### src/rtl/input_fm_rd_ctrl_if.sv
// Bank-read / PE-stream bundle for input_fm_rd_ctrl.
// master: the sequencer (drives rd_addr and the out_* stream, status flags).
// slave : the surrounding tile controller, bank RAM and PE array.
// Signals: start/stall (control in), busy/done (status out), rd_addr (to RAM),
//          rd_data (RAM q), out_data/out_valid/out_kfirst/out_last (to PEs).
interface input_fm_rd_ctrl_if #(
    parameter int unsigned AW = 16,
    parameter int unsigned DW = 32
);
    logic          start;
    logic          stall;
    logic          busy;
    logic          done;
    logic [AW-1:0] rd_addr;
    logic [DW-1:0] rd_data;
    logic [DW-1:0] out_data;
    logic          out_valid;
    logic          out_kfirst;
    logic          out_last;

    modport master (
        input  start, stall, rd_data,
        output busy, done, rd_addr, out_data, out_valid, out_kfirst, out_last
    );

    modport slave (
        output start, stall, rd_data,
        input  busy, done, rd_addr, out_data, out_valid, out_kfirst, out_last
    );
endinterface

### src/rtl/input_fm_rd_ctrl.sv
// Read-side sequencer for one input_fm bank: walks m, i, j, r, c (outer to
// inner) over the bank layout addr = (m*Tr + row)*Tc + col, issues rd_addr
// and re-times the 1-cycle-latency RAM q into a valid-qualified PE stream.
// Ports: clk, rst (async, active low), bus (input_fm_rd_ctrl_if.master).
module input_fm_rd_ctrl #(
    parameter int unsigned AW = 16,
    parameter int unsigned DW = 32,
    parameter int unsigned Tm = 16,
    parameter int unsigned Tr = 64,
    parameter int unsigned Tc = 16,
    parameter int unsigned X  = 4,
    parameter int unsigned K  = 3,
    parameter int unsigned S  = 1
) (
    input  logic                   clk,
    input  logic                   rst,
    input_fm_rd_ctrl_if.master     bus
);

    localparam int unsigned CH  = Tm / X;
    localparam int unsigned TRO = (Tr - K) / S + 1;
    localparam int unsigned TCO = (Tc - K) / S + 1;
    localparam int unsigned MW  = (CH  > 1) ? $clog2(CH)  : 1;
    localparam int unsigned KW  = (K   > 1) ? $clog2(K)   : 1;
    localparam int unsigned RW  = (TRO > 1) ? $clog2(TRO) : 1;
    localparam int unsigned CW  = (TCO > 1) ? $clog2(TCO) : 1;

    // Address strides, folded at elaboration
    localparam logic [AW-1:0] STEP_C = AW'(S);
    localparam logic [AW-1:0] STEP_R = AW'(S * Tc);
    localparam logic [AW-1:0] STEP_I = AW'(Tc);
    localparam logic [AW-1:0] STEP_M = AW'(Tr * Tc);

    localparam logic [1:0] S_IDLE  = 2'd0;
    localparam logic [1:0] S_RUN   = 2'd1;
    localparam logic [1:0] S_DRAIN = 2'd2;

    logic [1:0]    state, state_nxt;
    logic          issue_c;

    logic [MW-1:0] m;
    logic [KW-1:0] i, j;
    logic [RW-1:0] r;
    logic [CW-1:0] c;

    // Base chain: ch_base = m*Tr*Tc, ki_base adds i*Tc, mij_base adds j,
    // row_base adds r*S*Tc, rd_addr_q adds c*S.
    logic [AW-1:0] ch_base, ki_base, mij_base, row_base, rd_addr_q;

    logic          busy_q, done_q, out_valid_q, out_kfirst_q, out_last_q;

    logic m_last_c, i_last_c, j_last_c, r_last_c, c_last_c, tuple_last_c, kfirst_c;

    assign m_last_c     = (m == MW'(CH  - 1));
    assign i_last_c     = (i == KW'(K   - 1));
    assign j_last_c     = (j == KW'(K   - 1));
    assign r_last_c     = (r == RW'(TRO - 1));
    assign c_last_c     = (c == CW'(TCO - 1));
    assign tuple_last_c = m_last_c & i_last_c & j_last_c & r_last_c & c_last_c;
    assign kfirst_c     = (i == '0) && (j == '0);

    // State register
    always_ff @(posedge clk or negedge rst) begin
        if (!rst) state <= S_IDLE;
        else      state <= state_nxt;
    end

    // Next state and issue strobe
    always_comb begin
        state_nxt = state;
        issue_c   = 1'b0;
        case (state)
            S_IDLE:  if (bus.start) state_nxt = S_RUN;
            S_RUN: begin
                if (!bus.stall) begin
                    issue_c = 1'b1;
                    if (tuple_last_c) state_nxt = S_DRAIN;
                end
            end
            S_DRAIN: state_nxt = S_IDLE;
            default: state_nxt = S_IDLE;
        endcase
    end

    // Loop counters and incremental address generation
    always_ff @(posedge clk or negedge rst) begin
        if (!rst) begin
            m <= '0; i <= '0; j <= '0; r <= '0; c <= '0;
            ch_base <= '0; ki_base <= '0; mij_base <= '0; row_base <= '0; rd_addr_q <= '0;
        end else if (state == S_IDLE && bus.start) begin
            m <= '0; i <= '0; j <= '0; r <= '0; c <= '0;
            ch_base <= '0; ki_base <= '0; mij_base <= '0; row_base <= '0; rd_addr_q <= '0;
        end else if (issue_c) begin
            if (!c_last_c) begin
                c         <= c + CW'(1);
                rd_addr_q <= rd_addr_q + STEP_C;
            end else begin
                c <= '0;
                if (!r_last_c) begin
                    r         <= r + RW'(1);
                    row_base  <= row_base + STEP_R;
                    rd_addr_q <= row_base + STEP_R;
                end else begin
                    r <= '0;
                    if (!j_last_c) begin
                        j         <= j + KW'(1);
                        mij_base  <= mij_base + AW'(1);
                        row_base  <= mij_base + AW'(1);
                        rd_addr_q <= mij_base + AW'(1);
                    end else begin
                        j <= '0;
                        if (!i_last_c) begin
                            i         <= i + KW'(1);
                            ki_base   <= ki_base + STEP_I;
                            mij_base  <= ki_base + STEP_I;
                            row_base  <= ki_base + STEP_I;
                            rd_addr_q <= ki_base + STEP_I;
                        end else begin
                            i <= '0;
                            if (!m_last_c) begin
                                m         <= m + MW'(1);
                                ch_base   <= ch_base + STEP_M;
                                ki_base   <= ch_base + STEP_M;
                                mij_base  <= ch_base + STEP_M;
                                row_base  <= ch_base + STEP_M;
                                rd_addr_q <= ch_base + STEP_M;
                            end else begin
                                // Sweep complete: park on the first tuple
                                m <= '0;
                                ch_base <= '0; ki_base <= '0; mij_base <= '0;
                                row_base <= '0; rd_addr_q <= '0;
                            end
                        end
                    end
                end
            end
        end
    end

    // Status and beat flags, aligned with the RAM's one-cycle read latency
    always_ff @(posedge clk or negedge rst) begin
        if (!rst) begin
            busy_q       <= 1'b0;
            done_q       <= 1'b0;
            out_valid_q  <= 1'b0;
            out_kfirst_q <= 1'b0;
            out_last_q   <= 1'b0;
        end else begin
            busy_q       <= (state_nxt != S_IDLE);
            done_q       <= (state == S_DRAIN);
            out_valid_q  <= issue_c;
            out_kfirst_q <= issue_c & kfirst_c;
            out_last_q   <= issue_c & tuple_last_c;
        end
    end

    assign bus.rd_addr    = rd_addr_q;
    assign bus.busy       = busy_q;
    assign bus.done       = done_q;
    assign bus.out_valid  = out_valid_q;
    assign bus.out_kfirst = out_kfirst_q;
    assign bus.out_last   = out_last_q;
    // RAM q is only meaningful in the beat cycle; zero it otherwise
    assign bus.out_data   = out_valid_q ? bus.rd_data : DW'(0);

endmodule

### src/flat_wrapper.sv
// flat-port wrapper written by rule: the top's interface ports become plain ports
module input_fm_rd_ctrl_flat 
#(
    parameter int unsigned AW = 16,
    parameter int unsigned DW = 32,
    parameter int unsigned Tm = 16,
    parameter int unsigned Tr = 64,
    parameter int unsigned Tc = 16,
    parameter int unsigned X  = 4,
    parameter int unsigned K  = 3,
    parameter int unsigned S  = 1
)
  (clk, rst, bus_start, bus_stall, bus_rd_data, bus_busy, bus_done, bus_rd_addr, bus_out_data, bus_out_valid, bus_out_kfirst, bus_out_last);
  input_fm_rd_ctrl_if #(.AW(AW), .DW(DW)) bus_i ();
  input  logic clk;
  input  logic rst;
  input wire logic [$bits(bus_i.start)-1:0] bus_start;
  input wire logic [$bits(bus_i.stall)-1:0] bus_stall;
  input wire logic [$bits(bus_i.rd_data)-1:0] bus_rd_data;
  output wire logic [$bits(bus_i.busy)-1:0] bus_busy;
  output wire logic [$bits(bus_i.done)-1:0] bus_done;
  output wire logic [$bits(bus_i.rd_addr)-1:0] bus_rd_addr;
  output wire logic [$bits(bus_i.out_data)-1:0] bus_out_data;
  output wire logic [$bits(bus_i.out_valid)-1:0] bus_out_valid;
  output wire logic [$bits(bus_i.out_kfirst)-1:0] bus_out_kfirst;
  output wire logic [$bits(bus_i.out_last)-1:0] bus_out_last;
  assign bus_i.start = bus_start;
  assign bus_i.stall = bus_stall;
  assign bus_i.rd_data = bus_rd_data;
  assign bus_busy = bus_i.busy;
  assign bus_done = bus_i.done;
  assign bus_rd_addr = bus_i.rd_addr;
  assign bus_out_data = bus_i.out_data;
  assign bus_out_valid = bus_i.out_valid;
  assign bus_out_kfirst = bus_i.out_kfirst;
  assign bus_out_last = bus_i.out_last;
  input_fm_rd_ctrl #(.AW(AW), .DW(DW), .Tm(Tm), .Tr(Tr), .Tc(Tc), .X(X), .K(K), .S(S)) u_core (.clk(clk), .rst(rst), .bus(bus_i));
endmodule
### config.mk
export PLATFORM = sky130hd
export DESIGN_NAME = input_fm_rd_ctrl_flat
export DESIGN_NICKNAME = d
export VERILOG_FILES = /design/src/rtl/input_fm_rd_ctrl_if.sv /design/src/rtl/input_fm_rd_ctrl.sv /design/src/flat_wrapper.sv
export SDC_FILE = /design/constraint.sdc
export NUM_CORES = 1
export LEC_CHECK = 0
export CORE_MARGIN = 2
export CORE_UTILIZATION = 50
export DETAILED_ROUTE_END_ITERATION = 16
export GPL_TIMING_DRIVEN = 1
export MAX_ROUTING_LAYER = met4
export PLACE_DENSITY = 0.82
export SYNTH_ARGS = -nofsm -noshare
export SYNTH_HDL_FRONTEND = slang
export SYNTH_SLANG_ARGS = --single-unit
export TNS_END_PERCENT = 5
### constraint.sdc
create_clock -name clk -period 4.55 [get_ports clk]
set_input_delay 0.6825 -clock clk [delete_from_list [all_inputs] [get_ports clk]]
set_output_delay 0.6825 -clock clk [all_outputs]
set_load 0.02 [all_outputs]
======== After elaboration in Yosys (flattened, before gate mapping) ========
Index checks and enable logic that the tools add are counted.
operators by class
  add/sub/neg operators ................... 10
  equality and inequality tests ........... 7
  mux-type cells .......................... 57
  bitwise operators ....................... 6
  reduce and logical (&&, ||, !) cells .... 15
operator list
  operator                  number
  $mux W16                  25
  $mux W2                   21
  $add A16 B1 Y16 const B   2
  $add A16 B5 Y16 const B   2
  $mux W32                  1
  $mux W6                   4
  $add A16 B11 Y16 const B  1
  $mux W4                   3
  $reduce_bool A2 Y1        6
  $eq A2 B2 Y1 const B      4
  $add A2 B1 Y2 const B     3
  $add A6 B1 Y6 const B     1
  $and A1 B1 Y1             6
  $eq A6 B6 Y1 const B      1
  $logic_not A2 Y1          3
  $reduce_and A5 Y1         1
  $add A4 B1 Y4 const B     1
  $eq A4 B4 Y1 const B      1
  $pmux W2 S2               1
  $reduce_and A4 Y1         1
  $reduce_and A3 Y1         1
  $eq A2 B1 Y1 const B      1
  $logic_and A1 B1 Y1       2
  $mux W1                   2
  $reduce_and A2 Y1         1
storage, ports and cells
  flip-flop bits (word level) ............. 103
  input port bits ......................... 36
  output and inout bits ................... 53
  word-level logic and storage cells ...... 111

======== Longest topological paths before layout ========
Gate-level depths: netlist (run 1).
  depth in word-level cells ............... 9
  mapped depth ............................ 9
  gate-level depth less buffers ........... 8

======== Worst setup path after synthesis (run 1) ========
Ideal clock, no wire load.
  path kind ............................... in2reg
  start ................................... input port bus_start
  end ..................................... register u_core.ki_base[10]
  library setup time ...................... 122 ps
  data arrival time ....................... 1908 ps
  data required time ...................... 4428 ps
  setup slack ............................. 2521 ps
  stages on the path ...................... 7
  path buffers ............................ 1
  cell sequence ........................... or3b_4 > o21ai_2 > nand3_1 > nor2_1 > buf_4 > o21ai_0 > a32o_1
on the way
  word-level cells in the longest chain between the ends .. 3
  elaborated cells on any way between the ends .. 7
  those cells by class .................... mux (1); reduce/logical (6)
ends and longest elaborated chain
  item                                 RTL line                 source
  from (decl)                          flat_wrapper.sv:17       input wire logic [$bits(bus_i.start)-1:0] bus_start;
  $logic_and A1 B1 Y1 *                input_fm_rd_ctrl.sv:90   end else if (state == S_IDLE && bus.start) begin
  $reduce_bool A2 Y1 (no source line)  --
  $reduce_and A4 Y1 (no source line)   --
  to (signal assigned)                 input_fm_rd_ctrl.sv:114  ki_base <= ki_base + STEP_I;
  to (signal assigned)                 input_fm_rd_ctrl.sv:123  ki_base <= ch_base + STEP_M;
  to (decl)                            input_fm_rd_ctrl.sv:48   logic [AW-1:0] ch_base, ki_base, mij_base, row_base, rd_addr_q;
Every way passes the cells marked *; elsewhere a longest branch is shown, timed or not.
A chain may end at the register's enable or synchronous reset.

======== Worst setup path after layout (run 1) ========
  start ................................... input port bus_start
  end ..................................... register u_core.ch_base[13]
on the way
  word-level cells in the longest chain between the ends .. 3
  elaborated cells on any way between the ends .. 8
  those cells by class .................... mux (1); reduce/logical (7)
ends and longest elaborated chain
  item                                 RTL line                 source
  $logic_and A1 B1 Y1 *                input_fm_rd_ctrl.sv:90
  $reduce_bool A2 Y1 (no source line)  --
  $reduce_and A5 Y1 (no source line)   --
  to (signal assigned)                 input_fm_rd_ctrl.sv:122  ch_base <= ch_base + STEP_M;
  to (decl)                            input_fm_rd_ctrl.sv:48
Marked as above.

==> results of run 1 <==
-- synth_stat cells (6+ instances only) --
| master | number |
|---|---|
| and4_1 | 6 |
| nand4_1 | 17 |
| o21ai_0 | 49 |
| nand2_1 | 95 |
| dfrtp_1 | 103 |
| nand3_1 | 31 |
| xnor2_1 | 22 |
| and3_1 | 9 |
| o22ai_1 | 9 |
| ha_1 | 10 |
| a31oi_1 | 6 |
| a21oi_1 | 44 |
| o21ai_1 | 7 |
| inv_1 | 12 |
| nor3_1 | 22 |
| a211oi_1 | 10 |
| o31ai_1 | 7 |
| xor2_1 | 11 |
| a22o_1 | 8 |
| clkbuf_1 | 19 |
| nor2_1 | 61 |
| nor2b_1 | 13 |
| nand2b_1 | 6 |
| buf_2 | 12 |
| and2_1 | 37 |
-- final cells by class --
class,instances,area share
Multi-Input combinational cell,573,0.464
Clock buffer,11,0.0310
Clock inverter,5,0.00334
Timing Repair Buffer,95,0.124
Tap cell,168,0.0280
Inverter,12,0.00600
Sequential cell,103,0.344
-- per-stage QoR --
step	util	setup slack [ns]	hold slack [ns]	cell area, um2	cells
final	0.619	1.28	0.449	7500	967
after floorplan	-	2.52	0.387	6270	723
after detailed placement	0.598	0.954	0.467	7240	951
after global placement	0.598	1.05	0.458	7240	951
after CTS	0.619	1.34	0.483	7500	967
after global routing	0.619	1.12	0.514	7500	967
-- metal layers --
layer	part of all wire	wire length, um	global-route usage
met5	0	0	-
met4	0.030	550	0.117
met3	0.093	1690	0.0481
met2	0.45	8180	0.435
met1	0.42	7700	0.388
-- logic make-up (layout without fill, tap and decap cells) --
group | after synthesis | count (layout) | synth area share
flops | 103 | 103 | 0.411
xor+xnor | 33 | 33 | 0.0461
compound gates | 191 | 191 | 0.205
mux | 4 | 4 | 0.00639
fa+ha+maj | 10 | 10 | 0.0200
simple gates | 335 | 335 | 0.278
buf+inv | 47 | 123 | 0.0335
-- sequential cells by signal (all words and copies together) (netlist names) --
| signal | cells |
|---|---|
| u_core.bus.busy | 1 |
| u_core.bus.done | 1 |
| u_core.bus.out_kfirst | 1 |
| u_core.bus.out_last | 1 |
| u_core.bus.out_valid | 1 |
| u_core.bus.rd_addr | 16 |
| u_core.c | 4 |
| u_core.ch_base | 16 |
| u_core.i | 2 |
| u_core.j | 2 |
| u_core.ki_base | 16 |
| u_core.m | 2 |
| u_core.mij_base | 16 |
| u_core.r | 6 |
| u_core.row_base | 16 |
| u_core.state | 2 |
-- path summary, 6_finish.rpt --
| path | endpoint | slack (ns) | depth (start not counted) |
|---|---|---|---|
| max | u_core.ch_base[13] | 1.28 | 8 |
| min | u_core.ch_base[8] | 0.45 | 1 |
| max reg2reg | u_core.ch_base[13] | 1.34 | 9 |
| min reg2reg | u_core.row_base[3] | 0.49 | 2 |
| max in group asynchronous | u_core.mij_base[10] | 3.07 | 2 |
| min in group clk | u_core.row_base[3] | 0.49 | 2 |
-- report_power, final --
group | leakage [uW] | internal, uW | switching, uW
registers | 0.00134 | 1050 | 174
clock network | 0.000133 | 367 | 339
logic | 0.00153 | 315 | 361
-- worst reg2reg max path, stage by stage (launching register included) --
cell and delay, ns:
dfrtp_1 0.42, inv_1 0.09, ha_1 0.17, nand3_1 0.52, nand2_2 0.34, nand3_1 0.10, buf_4 0.24, nor2_1 0.75
nand3_1 0.26, o31ai_1 0.24
==> PnR_summary.wiki, run 1 <==
{| class="wikitable"
! Metric !! Value
|-
| Pin count of the biggest net entering global routing || 75
|-
| RSZ-0062 raised after global routing || false
|-
| Total of cells resized after clock tree synthesis || 0
|-
| Class of the most critical hold timing path || in -> async
|-
| Cell type with the highest aggregate area in the netlist || dfrtp_1
|-
| Starting density of the core || 0.518
|-
| Maximum level of the CTS H-tree || 3
|-
| Critical register-to-register path startpoint || u_core.c[1]
|-
| Number of global-route vias before repair || roughly 5600
|-
| Synth area leaders || dfrtp_1, nand2_1, o21ai_0, and2_1, nor2_1
|-
| Maximum buffer depth of the clock tree || 2
|-
| Inserted Clock Buffers || 9
|-
| Final min period || 3.27 ns
|-
| Delay-heaviest family, CP || simple AND/OR/NAND/NOR gates
|-
| Crit path cell chain || clkdlybuf4s50_1 -> or3b_4 -> nand2_2 -> nand3_1 -> buf_4 -> nor2_1 -> nand3_1 -> o31ai_1
|-
| Buf/Inv on CP || 2
|-
| Number of enable flip-flop cells after synthesis || 0
|-
| Clock sink count || 103
|-
| Floorplan row count || 40
|-
| Fraction of synthesis flops using an asynchronous set or reset pin || 1.00
|-
| Max-Cap Viols || 0
|-
| Detailed-route via count || 5938
|-
| Iter 0 DRT Violations || 720
|-
| Worst path max stage delay || between 0.7 and 0.8 ns
|-
| Number of buffers added on ports || 88
|-
| Setup Fix Bufs, Post-CTS || 0
|-
| Share of post-route cells with drive strength above 1 || 0.0676
|-
| Area taken by multi-input logic gates || about 3500 um2
|-
| Number of antenna violations at the first check in global routing || 0
|-
| Core ar. || between 10000 and 15000 um2
|-
| Leak || between 0.003 and 0.004 uW
|-
| Ant. Diodes || 0
|-
| Final setup viols || 0
|-
| Final total power || around 2600 uW
|-
| Drt total wl || 18100 um
|-
| Portion of synthesized cell area occupied by the leading cell type || 0.411
|-
| Post-synthesis net count || 769
|-
| Final Net Count || 840
|-
| Category of the worst setup path launch point || input port
|-
| Top-level port count || 89
|-
| Number of distinct standard cells referenced by the synthesized netlist || 76
|-
| Setup Crit Path Kind || in -> reg
|-
| Worst path slowest cell || nor2_1
|-
| Worst supply voltage drop on vdd || just over 0.2 mV
|-
| Most instantiated flip-flop cell in the synthesis netlist || dfrtp_1
|-
| First-pass GRT wire length || 29100 um
|-
| Overflow left after global routing || 0
|-
| Data required, critical path || 4.81 ns
|-
| Critical Path Sink Type || flop
|-
| DRT Pass-1 Iters || 7
|-
| Final estimated routing congestion in global placement || 0.967
|-
| Register area share after synthesis || 0.411
|-
| Latest clock arrival within the worst-skew pair || ~0.35 ns
|-
| Global Route Usage Sum || 0.288
|-
| Most used cell along the critical path || nand3_1
|-
| Max Slew Vio Count || 0
|-
| Die Span Y || about 120 um
|-
| Total of hold buffers inserted after clock tree synthesis || 0
|-
| CTS tree || yes
|-
| Crit path from || bus_start
|-
| Worst relative slew slack || 0.257
|-
| Synthesized instance count || just over 700
|-
| Most common library cell in the layout ignoring fill and taps || dfrtp_1
|-
| Clock skew || around 0.0070 ns
|-
| Average cell area after synthesis || approximately 8.7 um2
|-
| Power per standard cell area || roughly 350 nW/um2
|-
| Slew at the pin closest to its max-slew limit || 1.11 ns
|-
| Syn-to-layout area delta || 19.7%
|-
| Mean number of vias per cell || 6.14
|-
| Endpoints failing hold || 0
|-
| Total Neg Setup Slack || 0 ns
|-
| Post-detailed-route wirelength per cell || between 15 and 20 um
|-
| Fill count || around 1100
|-
| Commonest non-fill, non-tap cells in the layout || dfrtp_1, nand2_1, clkdlybuf4s50_1, nor2_1, o21ai_0
|-
| Remaining antenna violation count || 0
|-
| Floorplan die area || 13400 um2
|-
| Share of the clock period used by the worst path || 0.719
|-
| DRC viols || 0
|-
| Count of state elements after synthesis || 103
|-
| Die width || 116 um
|-
| Worst-path fanout max || 30
|-
| Critical Path AT || between 3 and 4 ns
|-
| Half-perimeter wire length after placement || 13100 um
|-
| Area occupied by registers || ~2600 um2
|-
| Cell chosen for the clock root || clkbuf_16
|-
| Yosys warnings || 0
|-
| Outcome || finished, final reports clean
|-
| Post-synthesis instance area || between 6000 and 7000 um2
|-
| Max frequency || approximately 0.3 GHz
|-
| Clock slew at the register clock pins of the worst setup and hold paths || 0.07 ns
|}
No activity file was read; power rests on OpenSTA's default activity.
==> run 2: changes to the inputs <==
- clock period: 4.55 -> 3.25 ns (I/O delays scaled with it)
==> run 2 against run 1 <==
  * Sequential share of layout area shrank 0.67 points
  * Critical endpoint unchanged
  * Global-route usage fell by 0.45 points
  * Worst setup slack worse by 0.60 ns
  * Die area is the same
  * Clock skew down 0.00069 ns
  * Flip-flop and latch count is the same
  * Non-clock buffer count up 11
  * Via count grew 1.5%
  * Hold slack worse by 0.20 ns
  * Critical path depth is the same
  * Clock-buffer cell count unchanged
==> PnR_summary.wiki, run 2 (same netlist as run 1, synthesis figures left out) <==
{| class="wikitable"
! Metric !! Value
|-
| Class of the most critical hold timing path || in -> async
|-
| Critical Path AT || 2.82 ns
|-
| Final Net Count || roughly 850
|-
| DRC viols || 0
|-
| Number of global-route vias before repair || between 5000 and 6000
|-
| Syn-to-layout area delta || 22.1%
|-
| Clock slew at the register clock pins of the worst setup and hold paths || ~0.07 ns
|-
| Setup Fix Bufs, Post-CTS || 0
|-
| Half-perimeter wire length after placement || between 10000 and 15000 um
|-
| Floorplan row count || 40
|-
| Fill count || roughly 980
|-
| RSZ-0062 raised after global routing || false
|-
| Total Neg Setup Slack || 0 ns
|-
| Top-level port count || about 90
|-
| Remaining antenna violation count || 0
|-
| Global Route Usage Sum || 0.284
|-
| Critical Path Sink Type || flop
|-
| Worst relative slew slack || 0.419
|-
| DRT Pass-1 Iters || 5
|-
| First-pass GRT wire length || ~29000 um
|-
| Most common library cell in the layout ignoring fill and taps || dfrtp_1
|-
| Max-Cap Viols || 0
|-
| Latest clock arrival within the worst-skew pair || between 0.3 and 0.4 ns
|-
| CTS tree || yes
|-
| Starting density of the core || 0.518
|-
| Net switching fraction of the power || 0.318
|-
| Critical register-to-register path startpoint || u_core.r[1]
|-
| Power per standard cell area || 498 nW/um2
|-
| Final setup viols || 0
|-
| Iter 0 DRT Violations || 622
|-
| Detailed-route via count || 6025
|-
| Relative contribution of the clock network to total power || 0.303
|-
| Number of buffers added on ports || 88
|-
| Drt total wl || between 15000 and 20000 um
|-
| Combinational share of power || 0.249
|-
| Pint || 2600 uW
|-
| Maximum buffer depth of the clock tree || 2
|-
| Mean number of vias per cell || approximately 6.2
|-
| Outcome || finished, final reports clean
|-
| Clock skew || between 0.006 and 0.007 ns
|-
| Area occupied by registers || roughly 2600 um2
|-
| Commonest non-fill, non-tap cells in the layout || dfrtp_1, nand2_1, clkdlybuf4s50_1, nor2_1, o21ai_0
|-
| Setup Crit Path Kind || in -> reg
|-
| Reg-to-reg setup timing slack || slightly above 0.8 ns
|-
| Final min period || roughly 2.6 ns
|-
| Floorplan die area || between 10000 and 15000 um2
|-
| Share of post-route cells with drive strength above 1 || 0.0803
|-
| Die width || between 100 and 150 um
|-
| Slew at the pin closest to its max-slew limit || 0.872 ns
|-
| Ant. Diodes || 0
|-
| Fraction of power consumed by sequential logic || 0.448
|-
| Number of antenna violations at the first check in global routing || 0
|-
| Placed cell areas || approximately 7300 um2
|-
| Overflow left after global routing || 0
|-
| Inserted Clock Buffers || 9
|-
| Data required, critical path || ~3.5 ns
|-
| Max frequency || 0.388 GHz
|-
| Endpoint of the worst-slack reg-to-reg timing path || u_core.ki_base[0]
|-
| Endpoints failing hold || 0
|-
| Area taken by multi-input logic gates || ~3500 um2
|-
| Post-detailed-route wirelength per cell || around 18 um
|-
| Cell count of the worst reg-to-reg path || 8
|-
| Worst supply voltage drop on vdd || approximately 0.28 mV
|-
| Core ar. || between 10000 and 15000 um2
|-
| Maximum level of the CTS H-tree || 3
|-
| Sw Pwr || approximately 1200 uW
|-
| Worst-path fanout max || 22
|-
| Total of cells resized after clock tree synthesis || 0
|-
| Cell chosen for the clock root || clkbuf_16
|-
| Share of the clock period used by the worst path || 0.792
|-
| Hold slack final || around 0.25 ns
|-
| Die Span Y || about 120 um
|-
| Final estimated routing congestion in global placement || approximately 1
|-
| Category of the worst setup path launch point || input port
|-
| Cell area after layout || 7650 um2
|-
| Clock sink count || between 100 and 150
|-
| Leak || 0.00309 uW
|-
| Pin count of the biggest net entering global routing || between 60 and 70
|-
| Total of hold buffers inserted after clock tree synthesis || 0
|-
| Max Slew Vio Count || 0
|}
-- run 2: changes by cell type in the layout (fill, tap and decap cells not counted), sizes merged --
cell    before  now
buf          8   19
clkinv       5    2
bufinv       0    2
-- run 2: how the worst max path moves through the flow --
stage	start	to	slack (ns)	cells after the start
floorplan	u_core.c[0]	u_core.bus.rd_addr[11]	1.41	6
finish	bus_start	u_core.ch_base[13]	0.67	8
global route	bus_start	u_core.ch_base[13]	0.54	8
global placement	bus_start	u_core.ki_base[10]	0.48	8
CTS	bus_start	u_core.ch_base[13]	0.72	8
detailed placement	bus_start	u_core.ch_base[13]	0.34	8
-- run 2: final cells by class --
class | count | area share
well taps | 168 | 0.0275
multi-input cells | 573 | 0.455
clock buffers | 11 | 0.0317
clock inverters | 4 | 0.00916
repair buffers | 106 | 0.134
inverters | 12 | 0.00589
flip-flops and latches | 103 | 0.337
-- run 2: through the flow --
stage | instances | setup slack (ns) | util | total power [uW]
after global routing | 977 | 0.540 | 0.632 | 4000
final | 977 | 0.675 | 0.632 | 3810
after detailed placement | 962 | 0.341 | 0.606 | 2660
after CTS | 977 | 0.718 | 0.632 | 3810
after global placement | 962 | 0.485 | 0.606 | 2630
after floorplan | 723 | 1.41 | - | 2200
-- run 2: power by group through the flow --
stage	Combinational [uW]	Sequential, uW	Clock [uW]
2_1_floorplan	434	1770	0
3_3_place_gp	919	1710	0
3_5_place_dp	943	1720	0
4_1_cts	946	1700	1160
5_1_grt	1040	1740	1220
6_report	948	1710	1160
-- run 2: metal layers --
layer,track usage,part of all wire,vias to the layer above
li1,-,-,2772
met1,0.374,0.42,2869
met2,0.437,0.47,344
met3,0.0502,0.085,40
met4,0.113,0.024,0
met5,-,0,-
-- run 2: critical path: stages --
cell,delay (ns)
clkdlybuf4s50_1,0.51
or3b_4,0.55
o21ai_2,0.17
nand3_1,0.29
nor2_1,0.18
buf_4,0.21
nand3_1,0.15
o31ai_1,0.26
==> run 3: changes to the inputs <==
- PLACE_DENSITY: 0.82 -> 0.85
- clock period: 3.25 -> 2.33 ns (I/O delays scaled with it)
==> run 3 against run 2 <==
  * Routed wire length is 9.6% higher
  * Core utilization rose by 5.1 points
  * Flip-flop and latch count unchanged
  * Sequential share of layout area decreased by 2.5 points
  * Hold slack improved by 0.19 ns
  * Largest cell class unchanged
==> PnR_summary.wiki, run 3 (same netlist as run 1, synthesis figures left out) <==
{| class="wikitable"
! Metric !! Value
|-
| Most common library cell in the layout ignoring fill and taps || dfrtp_1
|-
| Final estimated routing congestion in global placement || 0.928
|-
| DRC viols || 0
|-
| Commonest non-fill, non-tap cells in the layout || dfrtp_1, nand2_1, clkdlybuf4s50_1, buf_4, nor2_1
|-
| Clock skew || 0.00672 ns
|-
| RSZ-0062 raised after global routing || true
|-
| Ant. Diodes || 0
|-
| Slew at the pin closest to its max-slew limit || between 0.4 and 0.5 ns
|-
| Worst relative slew slack || 0.670
|-
| Drt total wl || 19500 um
|-
| Global Route Usage Sum || 0.303
|-
| Max Slew Vio Count || 0
|-
| Floorplan row count || 40
|-
| First-pass GRT wire length || around 30000 um
|-
| Outcome || finished, final reports clean
|-
| Clock sink count || a little over 100
|-
| DP Worst Slack || -0.0841 ns
|-
| Data required, critical path || between 2 and 3 ns
|-
| Power per standard cell area || ~680 nW/um2
|-
| Critical register-to-register path startpoint || u_core.m[0]
|-
| Mean number of vias per cell || about 6.2
|-
| Half-perimeter wire length after placement || approximately 14000 um
|-
| Inserted Clock Buffers || 9
|-
| Iter 0 DRT Violations || approximately 800
|-
| Placed cell areas || between 7000 and 8000 um2
|-
| Maximum level of the CTS H-tree || 3
|-
| Critical Path End || u_core.bus.rd_addr[14]
|-
| Cell area after layout || between 8000 and 9000 um2
|-
| Core ar. || between 10000 and 15000 um2
|-
| DRT Pass-1 Iters || 6
|-
| Final min period || around 2.3 ns
|-
| Class of the most critical hold timing path || in -> async
|-
| Starting density of the core || 0.518
|-
| Maximum buffer depth of the clock tree || 2
|-
| Max-Cap Viols || 0
|-
| Pin count of the biggest net entering global routing || 52
|-
| Reg-to-reg setup timing slack || 0.08 ns
|-
| Setup Crit Path Kind || reg -> reg
|-
| Total Neg Setup Slack || 0 ns
|-
| CTS tree || yes
|-
| Final setup viols || 0
|-
| Remaining antenna violation count || 0
|-
| Number of buffers added on ports || 88
|-
| Die width || 116 um
|-
| Detailed-route via count || 6451
|-
| Category of the worst setup path launch point || flop
|-
| Share of post-route cells with drive strength above 1 || 0.152
|-
| Die Span Y || between 100 and 150 um
|-
| Post-detailed-route wirelength per cell || 18.7 um
|-
| Overflow left after global routing || 0
|-
| Clock slew at the register clock pins of the worst setup and hold paths || 0.07 ns
|-
| Number of global-route vias before repair || roughly 5900
|-
| Worst supply voltage drop on vdd || approximately 0.36 mV
|-
| Worst-path fanout max || 6
|-
| Cell count of the worst reg-to-reg path || 7
|-
| Crit path from || u_core.m[0]
|-
| Endpoints failing hold || 0
|-
| Syn-to-layout area delta || 31.9%
|-
| Critical Path AT || 2.53 ns
|-
| Number of antenna violations at the first check in global routing || 0
|-
| Worst-case setup margin in the final layout || 0.0755 ns
|-
| Cell chosen for the clock root || clkbuf_16
|-
| Floorplan die area || about 13000 um2
|-
| Share of the clock period used by the worst path || 0.968
|-
| Leak || 0.00346 uW
|-
| Critical Path Sink Type || flop
|-
| Endpoint of the worst-slack reg-to-reg timing path || u_core.bus.rd_addr[14]
|-
| Final Net Count || between 900 and 1000
|-
| Latest clock arrival within the worst-skew pair || ~0.35 ns
|-
| Top-level port count || 89
|-
| Max frequency || roughly 0.44 GHz
|}
-- run 3: cell count changes in the layout (fill, tap and decap cells not counted), sizes merged --
cell,delta
clkinvlp,+1
clkinv,-1
dlygate4sd3,+1
buf,+64
clkbuf,-1
bufinv,+2
-- run 3: final cells by class --
| class | count | area, um2 |
|---|---|---|
| inverters | 12 | 45.0 |
| well taps | 168 | 210 |
| clock inverters | 6 | 133 |
| repair buffers | 171 | 1570 |
| multi-input cells | 573 | 3500 |
| flip-flops and latches | 103 | 2580 |
| fillers | 911 | 3850 |
| clock buffers | 10 | 229 |
-- run 3: report_power, final --
group / total (uW) / switching, uW / internal (uW)
registers: 2370 / 331 / 2040
clock network: 1850 / 694 / 1160
logic: 1390 / 739 / 651
total: 5620 / 1760 / 3850
-- run 3: critical path, stage by stage, from the launching register on --
cell and delay [ns]:
dfrtp_1 0.40, ha_1 0.34, buf_4 0.21, a21oi_1 0.32, o311ai_1 0.22, a22o_1 0.32
a22o_1 0.22, a21oi_1 0.15
-- run 3: repair_timing --
item / 4_1_cts / 5_1_grt
gates resized for setup: 0 / 5
setup buffers: 0 / 1
hold buffers: 1 / 0
hold endpoints to repair: 23 / 0
endpoints found under the setup margin: 0 / 17
-- run 3: worst min-delay path by stage --
stage / slack [ns] / cells after the start / endpoint
5_1_grt: 0.48 / 2 / u_core.ch_base[5]
3_5_place_dp: 0.27 / 1 / u_core.ch_base[6]
3_3_place_gp: 0.27 / 1 / u_core.ch_base[6]
2_1_floorplan: 0.05 / 0 / u_core.bus.busy
6_report: 0.43 / 2 / u_core.ch_base[5]
4_1_cts: 0.44 / 2 / u_core.ch_base[5]
-- run 3: routing by layer --
layer,part of all wire,track usage,vias up
met3,0.11,0.0581,52
met5,0,-,-
met4,0.026,0.104,0
met2,0.48,0.488,476
li1,-,-,2893
met1,0.39,0.385,3030
-- run 3: metrics by stage --
step	total power [uW]	cells	hold slack, ns	utilization
finish	5620	1043	0.435	0.682
detailed placement	3750	1025	0.271	0.648
global route	5840	1043	0.484	0.682
global placement	3690	1025	0.269	0.648
floorplan	3070	723	0.0539	-
CTS	5590	1042	0.443	0.679
